<file path="src/rtl/fds_sst_ctrl.sv">
// fds_sst_ctrl -- save-state sequencer for the sound unit.
//
// Sweeps the sound unit's save-state register window [ADDR_FIRST, ADDR_LAST]
// and either streams every register out to the host (save) or writes a host
// byte stream back into it (load). The sound unit is held in save-state mode
// (sst_act) for the whole transfer.
//
// Ports
//   clk, rst_n            block clock, asynchronous active-low reset
//   cmd_save / cmd_load   one-cycle start requests (honoured only in IDLE)
//   cmd_abort             end the running transfer early
//   out_data/out_valid/out_ready   byte stream to host (save)
//   in_data/in_valid/in_ready      byte stream from host (load)
//   sst_act, sst_addr, sst_dato, sst_we_reg, ss_rdat   sound-unit save-state port
//   busy, done, aborted   transfer status
//
// state    | meaning
// ---------+-----------------------------------------------------------
// IDLE     | waiting for cmd_save / cmd_load
// S_SETTLE | sst_addr just changed; capture ss_rdat into out_data
// S_OUT    | out_data offered to host, waiting for out_ready
// L_WAIT   | in_ready high, waiting for a host byte
// L_WR     | one-cycle write strobe to the sound unit
// FINISH   | one-cycle done pulse, release save-state mode
module fds_sst_ctrl #(
    parameter int ADDR_FIRST = 16,
    parameter int ADDR_LAST  = 123
) (
    input  logic       clk,
    input  logic       rst_n,
    input  logic       cmd_save,
    input  logic       cmd_load,
    input  logic       cmd_abort,
    output logic [7:0] out_data,
    output logic       out_valid,
    input  logic       out_ready,
    input  logic [7:0] in_data,
    input  logic       in_valid,
    output logic       in_ready,
    output logic       sst_act,
    output logic [7:0] sst_addr,
    output logic [7:0] sst_dato,
    output logic       sst_we_reg,
    input  logic [7:0] ss_rdat,
    output logic       busy,
    output logic       done,
    output logic       aborted
);

    typedef enum logic [2:0] {
        IDLE     = 3'd0,
        S_SETTLE = 3'd1,
        S_OUT    = 3'd2,
        L_WAIT   = 3'd3,
        L_WR     = 3'd4,
        FINISH   = 3'd5
    } state_t;

    localparam logic [7:0] A_FIRST = 8'(ADDR_FIRST);
    localparam logic [7:0] A_LAST  = 8'(ADDR_LAST);

    state_t     state_q, state_d;
    logic       sst_act_q, sst_act_d;
    logic [7:0] sst_addr_q, sst_addr_d;
    logic [7:0] sst_dato_q, sst_dato_d;
    logic [7:0] out_data_q, out_data_d;
    logic       out_valid_q, out_valid_d;
    logic       aborted_q, aborted_d;
    // Abort that arrived together with a load handshake: the accepted byte is
    // still written, then the sweep ends instead of advancing.
    logic       abort_pend_q, abort_pend_d;

    logic       at_last;

    // The compare against A_LAST (rather than an overflow test) is what stops
    // the sweep, so an ADDR_LAST of 255 never wraps to 0.
    assign at_last = (sst_addr_q == A_LAST);

    always_comb begin
        state_d      = state_q;
        sst_act_d    = sst_act_q;
        sst_addr_d   = sst_addr_q;
        sst_dato_d   = sst_dato_q;
        out_data_d   = out_data_q;
        out_valid_d  = out_valid_q;
        aborted_d    = aborted_q;
        abort_pend_d = abort_pend_q;

        unique case (state_q)
            IDLE: begin
                abort_pend_d = 1'b0;
                if (cmd_save || cmd_load) begin
                    state_d    = cmd_save ? S_SETTLE : L_WAIT;
                    sst_addr_d = A_FIRST;
                    sst_act_d  = 1'b1;
                    aborted_d  = 1'b0;
                end
            end
            S_SETTLE: begin
                if (cmd_abort) begin
                    state_d   = FINISH;
                    aborted_d = 1'b1;
                end else begin
                    out_data_d  = ss_rdat;
                    out_valid_d = 1'b1;
                    state_d     = S_OUT;
                end
            end
            S_OUT: begin
                if (cmd_abort) begin
                    aborted_d = 1'b1;
                end
                if (out_valid_q && out_ready) begin
                    out_valid_d = 1'b0;
                    if (at_last || cmd_abort) begin
                        state_d = FINISH;
                    end else begin
                        sst_addr_d = sst_addr_q + 8'd1;
                        state_d    = S_SETTLE;
                    end
                end else if (cmd_abort) begin
                    // Withdraw the unaccepted byte so the host cannot take it
                    // during FINISH.
                    out_valid_d = 1'b0;
                    state_d     = FINISH;
                end
            end
            L_WAIT: begin
                if (cmd_abort) begin
                    aborted_d = 1'b1;
                end
                if (in_valid) begin
                    sst_dato_d   = in_data;
                    abort_pend_d = cmd_abort;
                    state_d      = L_WR;
                end else if (cmd_abort) begin
                    state_d = FINISH;
                end
            end
            L_WR: begin
                abort_pend_d = 1'b0;
                if (cmd_abort) begin
                    aborted_d = 1'b1;
                end
                if (at_last || abort_pend_q || cmd_abort) begin
                    state_d = FINISH;
                end else begin
                    sst_addr_d = sst_addr_q + 8'd1;
                    state_d    = L_WAIT;
                end
            end
            FINISH: begin
                sst_act_d   = 1'b0;
                out_valid_d = 1'b0;
                state_d     = IDLE;
            end
            default: begin
                sst_act_d   = 1'b0;
                out_valid_d = 1'b0;
                state_d     = IDLE;
            end
        endcase
    end

    always_ff @(posedge clk or negedge rst_n) begin
        if (!rst_n) begin
            state_q      <= IDLE;
            sst_act_q    <= 1'b0;
            sst_addr_q   <= 8'd0;
            sst_dato_q   <= 8'd0;
            out_data_q   <= 8'd0;
            out_valid_q  <= 1'b0;
            aborted_q    <= 1'b0;
            abort_pend_q <= 1'b0;
        end else begin
            state_q      <= state_d;
            sst_act_q    <= sst_act_d;
            sst_addr_q   <= sst_addr_d;
            sst_dato_q   <= sst_dato_d;
            out_data_q   <= out_data_d;
            out_valid_q  <= out_valid_d;
            aborted_q    <= aborted_d;
            abort_pend_q <= abort_pend_d;
        end
    end

    // Pure decodes of the state register, so reset clears them immediately.
    assign busy       = (state_q != IDLE);
    assign done       = (state_q == FINISH);
    assign in_ready   = (state_q == L_WAIT);
    assign sst_we_reg = (state_q == L_WR);

    assign sst_act   = sst_act_q;
    assign sst_addr  = sst_addr_q;
    assign sst_dato  = sst_dato_q;
    assign out_data  = out_data_q;
    assign out_valid = out_valid_q;
    assign aborted   = aborted_q;

endmodule

</file>
<file path="config.mk">
export PLATFORM = sky130hd
export DESIGN_NAME = fds_sst_ctrl
export DESIGN_NICKNAME = d
export VERILOG_FILES = /design/src/rtl/fds_sst_ctrl.sv
export SDC_FILE = /design/constraint.sdc
export NUM_CORES = 1
export LEC_CHECK = 0
export BUFFER_PORTS_ARGS = -buffer_cell sky130_fd_sc_hd__buf_2
export CAP_MARGIN = 20
export CORE_MARGIN = 8
export CORE_UTILIZATION = 44
export DETAILED_ROUTE_END_ITERATION = 10
export PLACE_DENSITY = 0.77
export SLEW_MARGIN = 20
export SYNTH_ARGS = -nofsm -noshare
export SYNTH_HDL_FRONTEND = slang
export SYNTH_SLANG_ARGS = --single-unit
</file>
<file path="constraint.sdc">
create_clock -name clk -period 1.85 [get_ports clk]
set_input_delay 0 -clock clk [delete_from_list [all_inputs] [get_ports clk]]
set_output_delay 0 -clock clk [all_outputs]
set_load 0.02 [all_outputs]
</file>
==> results.md, run 1 <==
* Run status: complete, but fails checks
* Final setup violation count at 2
* Routed via count divided by cell count at between 5 and 6
* Iteration count of the initial detailed-routing pass at 4
* Top fanout value on the critical path at 7
* Clock slew at the register clock pins of the worst setup and hold paths at roughly 0.10 ns
* Total number of vias at about 1500
* Number of instances in the placed design at roughly 260
* Proportion of synthesized chip area in sequential cells at between 40% and 50%
* Worst slew pin tran at about 0.67 ns
* Number of buffers created by CTS at 5
* Worst slew margin relative to its limit at 55.0%
* Fill cell instance count of the final layout at roughly 280
* Element type at the critical path end: flip-flop
* Static leakage at about 1.1 nW
* Area of the core region at between 3000 and 4000 um^2
* CTS Buffer Depth at 2
* Floorplan die area at roughly 5700 um^2
* Count of inserted antenna diode cells at 0
* Synth Warn # at 0
* Horizontal extent of the die at ~76 um
* Max Fclk at 533 MHz
* Wire length per cell after detailed routing at roughly 15 um
* Time the final worst path needs with I/O delays and setup at about 1.9 ns
* Maximum number of pins on one net before global-route repair at 32
* Buffer cell driving the clock tree root: sky130_fd_sc_hd__clkbuf_4
* Clock Latency Late Sink at 0.34 ns
* H-tree lvl count at 2
* Ys flop type: sky130_fd_sc_hd__dfrtp_1
* Largest area contributor in the netlist: sky130_fd_sc_hd__dfrtp_1
* Worst path required time at approximately 2.1 ns
* Violations in the final reports: setup timing
* Synth Net Count at between 150 and 200
* Clock tree from TritonCTS: done
* Global placer's final weighted congestion at approximately 0.82
* Proportion of netlist area held by the largest area contributor at roughly 50%
* Count of clock tree sinks at 31
* Final Slew Violations at 0
* Initial antenna violation count at 0
* Syn_area_per_cell at about 11 um^2
* Final cycle utilization of the critical path at 101%
* Initial Utilization at between 40% and 50%
* Share of layout cells above drive strength 1 at between 40% and 50%
* Final instance count without filler cells at ~280
* Y dimension of the die at approximately 76 um
* Largest vdd supply drop at roughly 0.75 mV
* DRC violation count after routing at 0
* Total half-perimeter wirelength after legalization and detailed placement at 2950 um
* Post-route antenna net violation count at 0
* Worst Hold Class: in2reg
* Dominant cells by area after synthesis: sky130_fd_sc_hd__dfrtp_1 50%, sky130_fd_sc_hd__mux2_2 12%, sky130_fd_sc_hd__o31ai_1 4.3%
* Post-CTS repair timing setup buffer count at 0
* Async S/R FF share, synth at between 90% and 100%
* Buffers added on ports at between 50 and 60
* Number of nets in the layout at 260
* Total routed wirelength at roughly 4200 um
* FF-to-FF setup slack at -0.03 ns
* Reg2reg path depth at 6
* Global-route wire length before repair at ~6800 um
* Count of state elements after synthesis at 31
* Worst setup skew after layout at ~0.012 ns
* Overflow left after global routing at 0
* Final hold vios at 0
* Global-route usage over all layers at between 10% and 20%
* Ports placed on the boundary at 54
* Category of the worst setup path launch point: flip-flop
* Via count of the first global-routing pass at around 1500
* Worst hold stages at 3
* Power density relative to cell area at 1440 nW/um^2
* Crit Path Class: reg2reg
* Max-capacitance violation count at 0
* Final setup margin at -0.0261 ns
* Area growth from synthesis to layout at 45.3%
* Number of synthesized flops with an enable pin at 0
* DRC violation total after the first TritonRoute iteration at 67
* Gate Count Post-Synth at roughly 150
* Floorplan row count at 21
* CP arrival at between 2 and 2.5 ns
* Post-Syn Area at 1570 um^2
* Setup repair after global routing missed its margin: yes
* Yosys cell types at 38
* Min Hold Slack at approximately 0.042 ns
==> final cells by class <==
cell class	count	area, um^2	area share (%)
clock buffers	7	45.0	1.98
inverters	2	7.51	0.330
clock inverters	1	5.00	0.220
multi-input cells	107	803	35.3
flip-flops and latches	31	778	34.2
repair buffers	89	578	25.4
well taps	46	57.6	2.53
==> per-stage QoR <==
stage / cell area [um^2] / setup TNS (ns) / util [%] / setup slack [ns] / power (mW)
global placement: 2010 / -0.0672 / 59.4 / -0.0583 / 2.81
floorplan: 1600 / -0.450 / - / -0.139 / 2.24
global route: 2270 / -0.487 / 67.1 / -0.0906 / 3.51
detailed placement: 2010 / -0.239 / 59.4 / -0.0750 / 2.85
CTS: 2240 / -0.00991 / 66.2 / -0.00991 / 3.27
finish: 2270 / -0.0477 / 67.1 / -0.0261 / 3.27
==> state kept, by name, indices dropped and copies added (netlist names) <==
signal        cells
out_valid         1
out_data          8
state_q           3
abort_pend_q      1
sst_act           1
aborted           1
sst_dato          8
sst_addr          8
==> synthesized netlist by cell type (all sizes together) (3+ instances only) <==
cell / instances
o21ai: 9
nor2: 13
a211oi: 3
dfrtp: 31
a21oi: 7
nand2b: 4
and2: 3
nand2: 11
clkbuf: 6
o31ai: 9
mux2: 16
nor3: 6
==> critical path, cell delays in order (launching register included) <==
cell and delay, ns:
sky130_fd_sc_hd__dfrtp_2 0.44, sky130_fd_sc_hd__ha_4 0.16, sky130_fd_sc_hd__and4b_1 0.21, sky130_fd_sc_hd__a211oi_2 0.26, sky130_fd_sc_hd__a211oi_4 0.07, sky130_fd_sc_hd__or3_4 0.40
sky130_fd_sc_hd__o41ai_4 0.23
==> layout by cell type, fill, tap and decap left out, types with 3 or more instances in the layout <==
cell type,n
sky130_fd_sc_hd__a21oi_1,7
sky130_fd_sc_hd__buf_2,53
sky130_fd_sc_hd__nor2_1,13
sky130_fd_sc_hd__nand2b_1,4
sky130_fd_sc_hd__clkbuf_4,5
sky130_fd_sc_hd__mux2_2,16
sky130_fd_sc_hd__o21ai_0,9
sky130_fd_sc_hd__dlygate4sd3_1,17
sky130_fd_sc_hd__and2_1,3
sky130_fd_sc_hd__buf_4,19
sky130_fd_sc_hd__nand2_1,11
sky130_fd_sc_hd__dfrtp_1,29
sky130_fd_sc_hd__nor3_1,6
sky130_fd_sc_hd__o31ai_1,6
==> final timing paths <==
kind | startpoint | endpoint
max | sst_addr[1] | sst_addr[5]
min | out_ready | state_q[1]
max reg2reg | sst_addr[1] | sst_addr[5]
min reg2reg | sst_dato[5] | sst_dato[5]
max in group asynchronous | rst_n | sst_addr[1]
min in group asynchronous | rst_n | sst_addr[2]
==> report_power, final <==
part	leakage (nW)	internal (mW)	switching [mW]
registers	0.379	0.946	0.165
logic	0.681	0.762	1.02
clock network	0.0293	0.148	0.233
total	1.09	1.86	1.42
==> logic make-up after synthesis <==
kind of cell	synth area share, %
muxes	12.2
and+or+nand+nor	17.3
buffers and inverters	2.96
AOI/OAI and AO/OA	17.3
DFF	49.6
adders and majority gates	0.799
==> repair_timing <==
action                     CTS  global route
gates resized for setup      2             4
hold endpoints to repair    47             0
hold buffers                17             0
setup endpoints to repair    6             7
cloned                       0             0
==> layer usage <==
metal | track usage [%] | vias up | share of wire, %
met1 | 17.6 | 699 | 39
met4 | 6.61 | 0 | 1.9
li1 | - | 722 | -
met5 | 0 | - | 0
met3 | 6.18 | 7 | 8.6
met2 | 25.8 | 43 | 50
Note: power is estimated with default switching activity, not from simulation.
==> inputs of run 2 (changes only) <==
--- a/config.mk
+++ b/config.mk
@@ -5,11 +5,12 @@
 export SDC_FILE = /design/constraint.sdc
 export NUM_CORES = 1
 export LEC_CHECK = 0
-export BUFFER_PORTS_ARGS = -buffer_cell sky130_fd_sc_hd__buf_2
+export ABC_AREA = 1
 export CAP_MARGIN = 20
 export CORE_MARGIN = 8
-export CORE_UTILIZATION = 44
+export CORE_UTILIZATION = 56
 export DETAILED_ROUTE_END_ITERATION = 10
+export DONT_BUFFER_PORTS = 1
 export PLACE_DENSITY = 0.77
 export SLEW_MARGIN = 20
 export SYNTH_ARGS = -nofsm -noshare
==> run 2 against run 1 <==
- critical path depth unchanged
- flip-flop and latch count unchanged
- the flow now finishes without violations
- sequential share of layout area increased by 4.0 points
- setup slack improved by 0.10 ns
- die area decreased by 15%
- final cell count decreased by 4.6%
- clock-buffer cell count decreased by 1
- sequential power increased by 26%
- critical path type unchanged
- area after synthesis increased by 3.7%
- non-clock buffer count decreased by 57
- core utilization increased by 6.4 points
- worst hold slack got worse by 0.012 ns
==> results.md, run 2 <==
* Final setup violation count at 0 (-2)
* Most frequent CP cell: sky130_fd_sc_hd__nand2_1
* Static leakage at 0.996 nW (-8.6%)
* Number of synthesized flops with an enable pin at 0 (unchanged)
* Total number of vias at 1491 (+1.4%)
* Global placer's final weighted congestion at 0.938 (+14%)
* Worst Setup Slack post-DPL at 0.321 ns (+0.396 ns)
* H-tree lvl count at 2 (unchanged)
* Category of the worst setup path launch point: flip-flop
* Area growth from synthesis to layout at 25.0%
* Global-route usage over all layers at 17.3% (+1.6 points)
* Count of inserted antenna diode cells at 0 (unchanged)
* Initial antenna violation count at 0 (unchanged)
* Number of nets in the layout at 263 (+1.2%)
* Delay contributed by the slowest stage of the critical path at 0.57 ns (+0.13 ns)
* Min Hold Slack at 0.0298 ns (-0.0117 ns)
* Floorplan row count at 19 (-9.5%)
* Wire length per cell after detailed routing at 15.3 um (+3.9%)
* Crit Path Class: reg2reg
* Commonest cells after routing, fill and taps aside: 70 x sky130_fd_sc_hd__nand2_1, 31 x sky130_fd_sc_hd__dfrtp_1, 24 x sky130_fd_sc_hd__dlygate4sd3_1
* Post-Synth Adder-Cell Area at 0.771% (-0.028 points)
* Multiplexer fraction of the synthesized cell area at 5.55% (-6.6 points)
* Max Fclk at 563 MHz (+5.7%)
* DRC violation count after routing at 0 (unchanged)
* Post-synthesis compound-gate area fraction at 6.78% (-10 points)
* Largest family of logic cells by synthesized area: simple AND/OR/NAND/NOR gates
* Post-Syn Area at 1620 um^2 (+3.7%)
* Proportion of netlist area held by the largest area contributor at 47.8% (-1.8 points)
* Top fanout value on the critical path at 7 (unchanged)
* CTS Buffer Depth at 2 (unchanged)
* CP arrival at 2.04 ns (-0.06 ns)
* Ys flop type: sky130_fd_sc_hd__dfrtp_1
* Count of clock tree sinks at 31 (unchanged)
* Commonest non-fill, non-tap cell in the layout: sky130_fd_sc_hd__nand2_1
* Total half-perimeter wirelength after legalization and detailed placement at 2980 um (+0.72%)
* Max-capacitance violation count at 0 (unchanged)
* Horizontal extent of the die at 69.8 um (-7.7%)
* Fill cell instance count of the final layout at 216 (-23%)
* Routed via count divided by cell count at 5.52 (+6.2%)
* Via count of the first global-routing pass at 1539 (+3.4%)
* Dominant cells by area after synthesis: sky130_fd_sc_hd__dfrtp_1 48%, sky130_fd_sc_hd__nand2_1 16%, sky130_fd_sc_hd__mux2_1 5.6%
* Cell with the most instances after synthesis: sky130_fd_sc_hd__nand2_1
* Iteration count of the initial detailed-routing pass at 4 (unchanged)
* Final Slew Violations at 0 (unchanged)
* Total routed wirelength at 4120 um (-0.91%)
* Global-route wire length before repair at 7090 um (+5.0%)
* Share of layout cells above drive strength 1 at 15.9% (-29 points)
* Post-route antenna net violation count at 0 (unchanged)
* Final cycle utilization of the critical path at 96.0% (-5.5 points)
* Worst slew margin relative to its limit at 69.1% (+14 points)
* Gate Count Post-Synth at 201 (+36%)
* Post-CTS repair timing setup buffer count at 0 (unchanged)
* Basic-gate share of the synthesized area counting and, or, nand and nor cells at 32.5% (+15 points)
* Clock Latency Late Sink at 0.33 ns (about the same)
* Clock slew at the register clock pins of the worst setup and hold paths at 0.09 ns (about the same)
* Largest vdd supply drop at 1.16 mV (+55%)
* Proportion of synthesized chip area in sequential cells at 47.8% (-1.8 points)
* DRC violation total after the first TritonRoute iteration at 111 (+66%)
* Overflow left after global routing at 0 (unchanged)
* Setup TNS at 0 ns (+0.0477 ns)
* Syn_area_per_cell at 8.07 um^2 (-24%)
* Element type at the critical path end: flip-flop
* Power density relative to cell area at 1460 nW/um^2 (+1.3%)
* Async S/R FF share, synth at 100% (unchanged)
* Buffers plus inverters on the worst setup path at 1 (+1)
* Area of the core region at 2760 um^2 (-19%)
* Buffers added on ports at 0 (-100%)
* Run status: finished clean
* Synth Warn # at 0 (unchanged)
* Worst Hold Class: in2reg
* Xor and xnor fraction of the mapped netlist area at 0.540% (+0.54 points)
* Setup repair after global routing missed its margin: no
* Crit path cell chain: nor2_2 > nand2_1 > nor2_4 > nand2_1 > dlygate4sd3_1 > nand2_1
* Y dimension of the die at 69.8 um (-7.7%)
* Final hold vios at 0 (unchanged)
* Maximum number of pins on one net before global-route repair at 32 (unchanged)
* Sum of internal, switching and leakage power at 2.96 mW (-9.7%)
* Buffer cell driving the clock tree root: sky130_fd_sc_hd__clkbuf_4
* Critical-path cell with the highest stage delay: sky130_fd_sc_hd__dlygate4sd3_1
* Synth Net Count at 225 (+31%)
* Worst path required time at 2.11 ns (+0.03 ns)
* Cell type group with the largest total delay on the critical path: simple AND/OR/NAND/NOR gates
* Final setup margin at 0.0748 ns (+0.101 ns)
* Time the final worst path needs with I/O delays and setup at 1.78 ns (-0.101 ns)
* Worst slew pin tran at 0.462 ns (-0.212 ns)
* Commonest cells post-synth: 70 x sky130_fd_sc_hd__nand2_1, 31 x sky130_fd_sc_hd__dfrtp_1, 17 x sky130_fd_sc_hd__nor2_1
* Floorplan die area at 4880 um^2 (-15%)
* Largest area contributor in the netlist: sky130_fd_sc_hd__dfrtp_1
* Ports placed on the boundary at 54 (unchanged)
* Initial Utilization at 58.8% (+13 points)
* Clock tree from TritonCTS: done
* Number of buffers created by CTS at 5 (unchanged)
* Yosys cell types at 25 (-34%)
* Count of state elements after synthesis at 31 (unchanged)
* Worst setup skew after layout at 0.0147 ns (+0.00232 ns)
[run 2: cell types whose count changed in the layout (fill, tap and decap cells not counted), sizes merged, moves of 7 or more]
cell,previous run,this run
buf,72,8
nand2,11,75
inv,2,23
nand4,0,9
o31ai,9,0
mux2,16,8
nor2,13,21
dlygate4sd3,17,24
nand3,2,9
[run 2: layout make-up]
type | count | area (um^2) | share of cell area [%]
Clock buffer | 6 | 51.3 | 2.53
Inverter | 24 | 90.1 | 4.44
Timing Repair Buffer | 32 | 313 | 15.4
Tap cell | 31 | 38.8 | 1.91
Multi-Input combinational cell | 145 | 754 | 37.2
Sequential cell | 31 | 776 | 38.2
Clock inverter | 1 | 5.00 | 0.247
[run 2: repair_timing]
action / in CTS / in global routing
resized for setup: 0 / 1
hold buffers: 25 / 0
setup endpoints to repair: 0 / 2
hold endpoints to repair: 51 / 0
[run 2: worst register-to-register path: stages, from the launching register on]
cell and delay (ns):
sky130_fd_sc_hd__dfrtp_1 0.48, sky130_fd_sc_hd__nor2_2 0.16, sky130_fd_sc_hd__nand2_1 0.13, sky130_fd_sc_hd__nor2_4 0.21, sky130_fd_sc_hd__nand2_1 0.10, sky130_fd_sc_hd__dlygate4sd3_1 0.57
sky130_fd_sc_hd__nand2_1 0.07
[run 2: kinds of logic (layout without fill, tap and decap cells)]
family                   after synthesis  after routing
multiplexers                           8              8
buffers and inverters                 25             63
AO/OA/AOI/OAI                         17             17
adder cells (fa/ha/maj)                1              1
XOR/XNOR                               1              1
flip-flops                            31             31
AND/OR/NAND/NOR                      118            118
[run 2: where the power goes]
group	internal, mW	switching (mW)
clock network	0.176	0.223
logic	0.415	0.739
registers	0.941	0.463
total	1.53	1.42
[run 2: metal layers]
metal  track usage [%]  up-vias  part of all wire, %
met2              28.4       61                   49
met5                 0        -                    0
met3              7.30        8                  9.0
met4              7.14        0                  1.9
li1                  -      726                    -
met1              19.0      696                   40
[run 2: per-stage QoR]
step / cell area [um^2] / util (%) / std cells
after floorplan: 1620 / - / 201
after global placement: 1710 / 61.9 / 238
after detailed placement: 1710 / 61.9 / 238
after CTS: 2020 / 73.4 / 270
after global routing: 2030 / 73.5 / 270
final: 2030 / 73.5 / 270
[run 2: worst paths after layout]
path	from	endpoint	slack [ns]	cells past startpoint
max	state_q[2]	sst_dato[4]	0.07	6
max reg2reg	state_q[2]	sst_dato[4]	0.07	6
max in group asynchronous	rst_n	sst_dato[0]	1.57	2
min	cmd_abort	state_q[0]	0.03	4
min reg2reg	abort_pend_q	abort_pend_q	0.60	2
min in group asynchronous	rst_n	sst_addr[3]	0.10	2
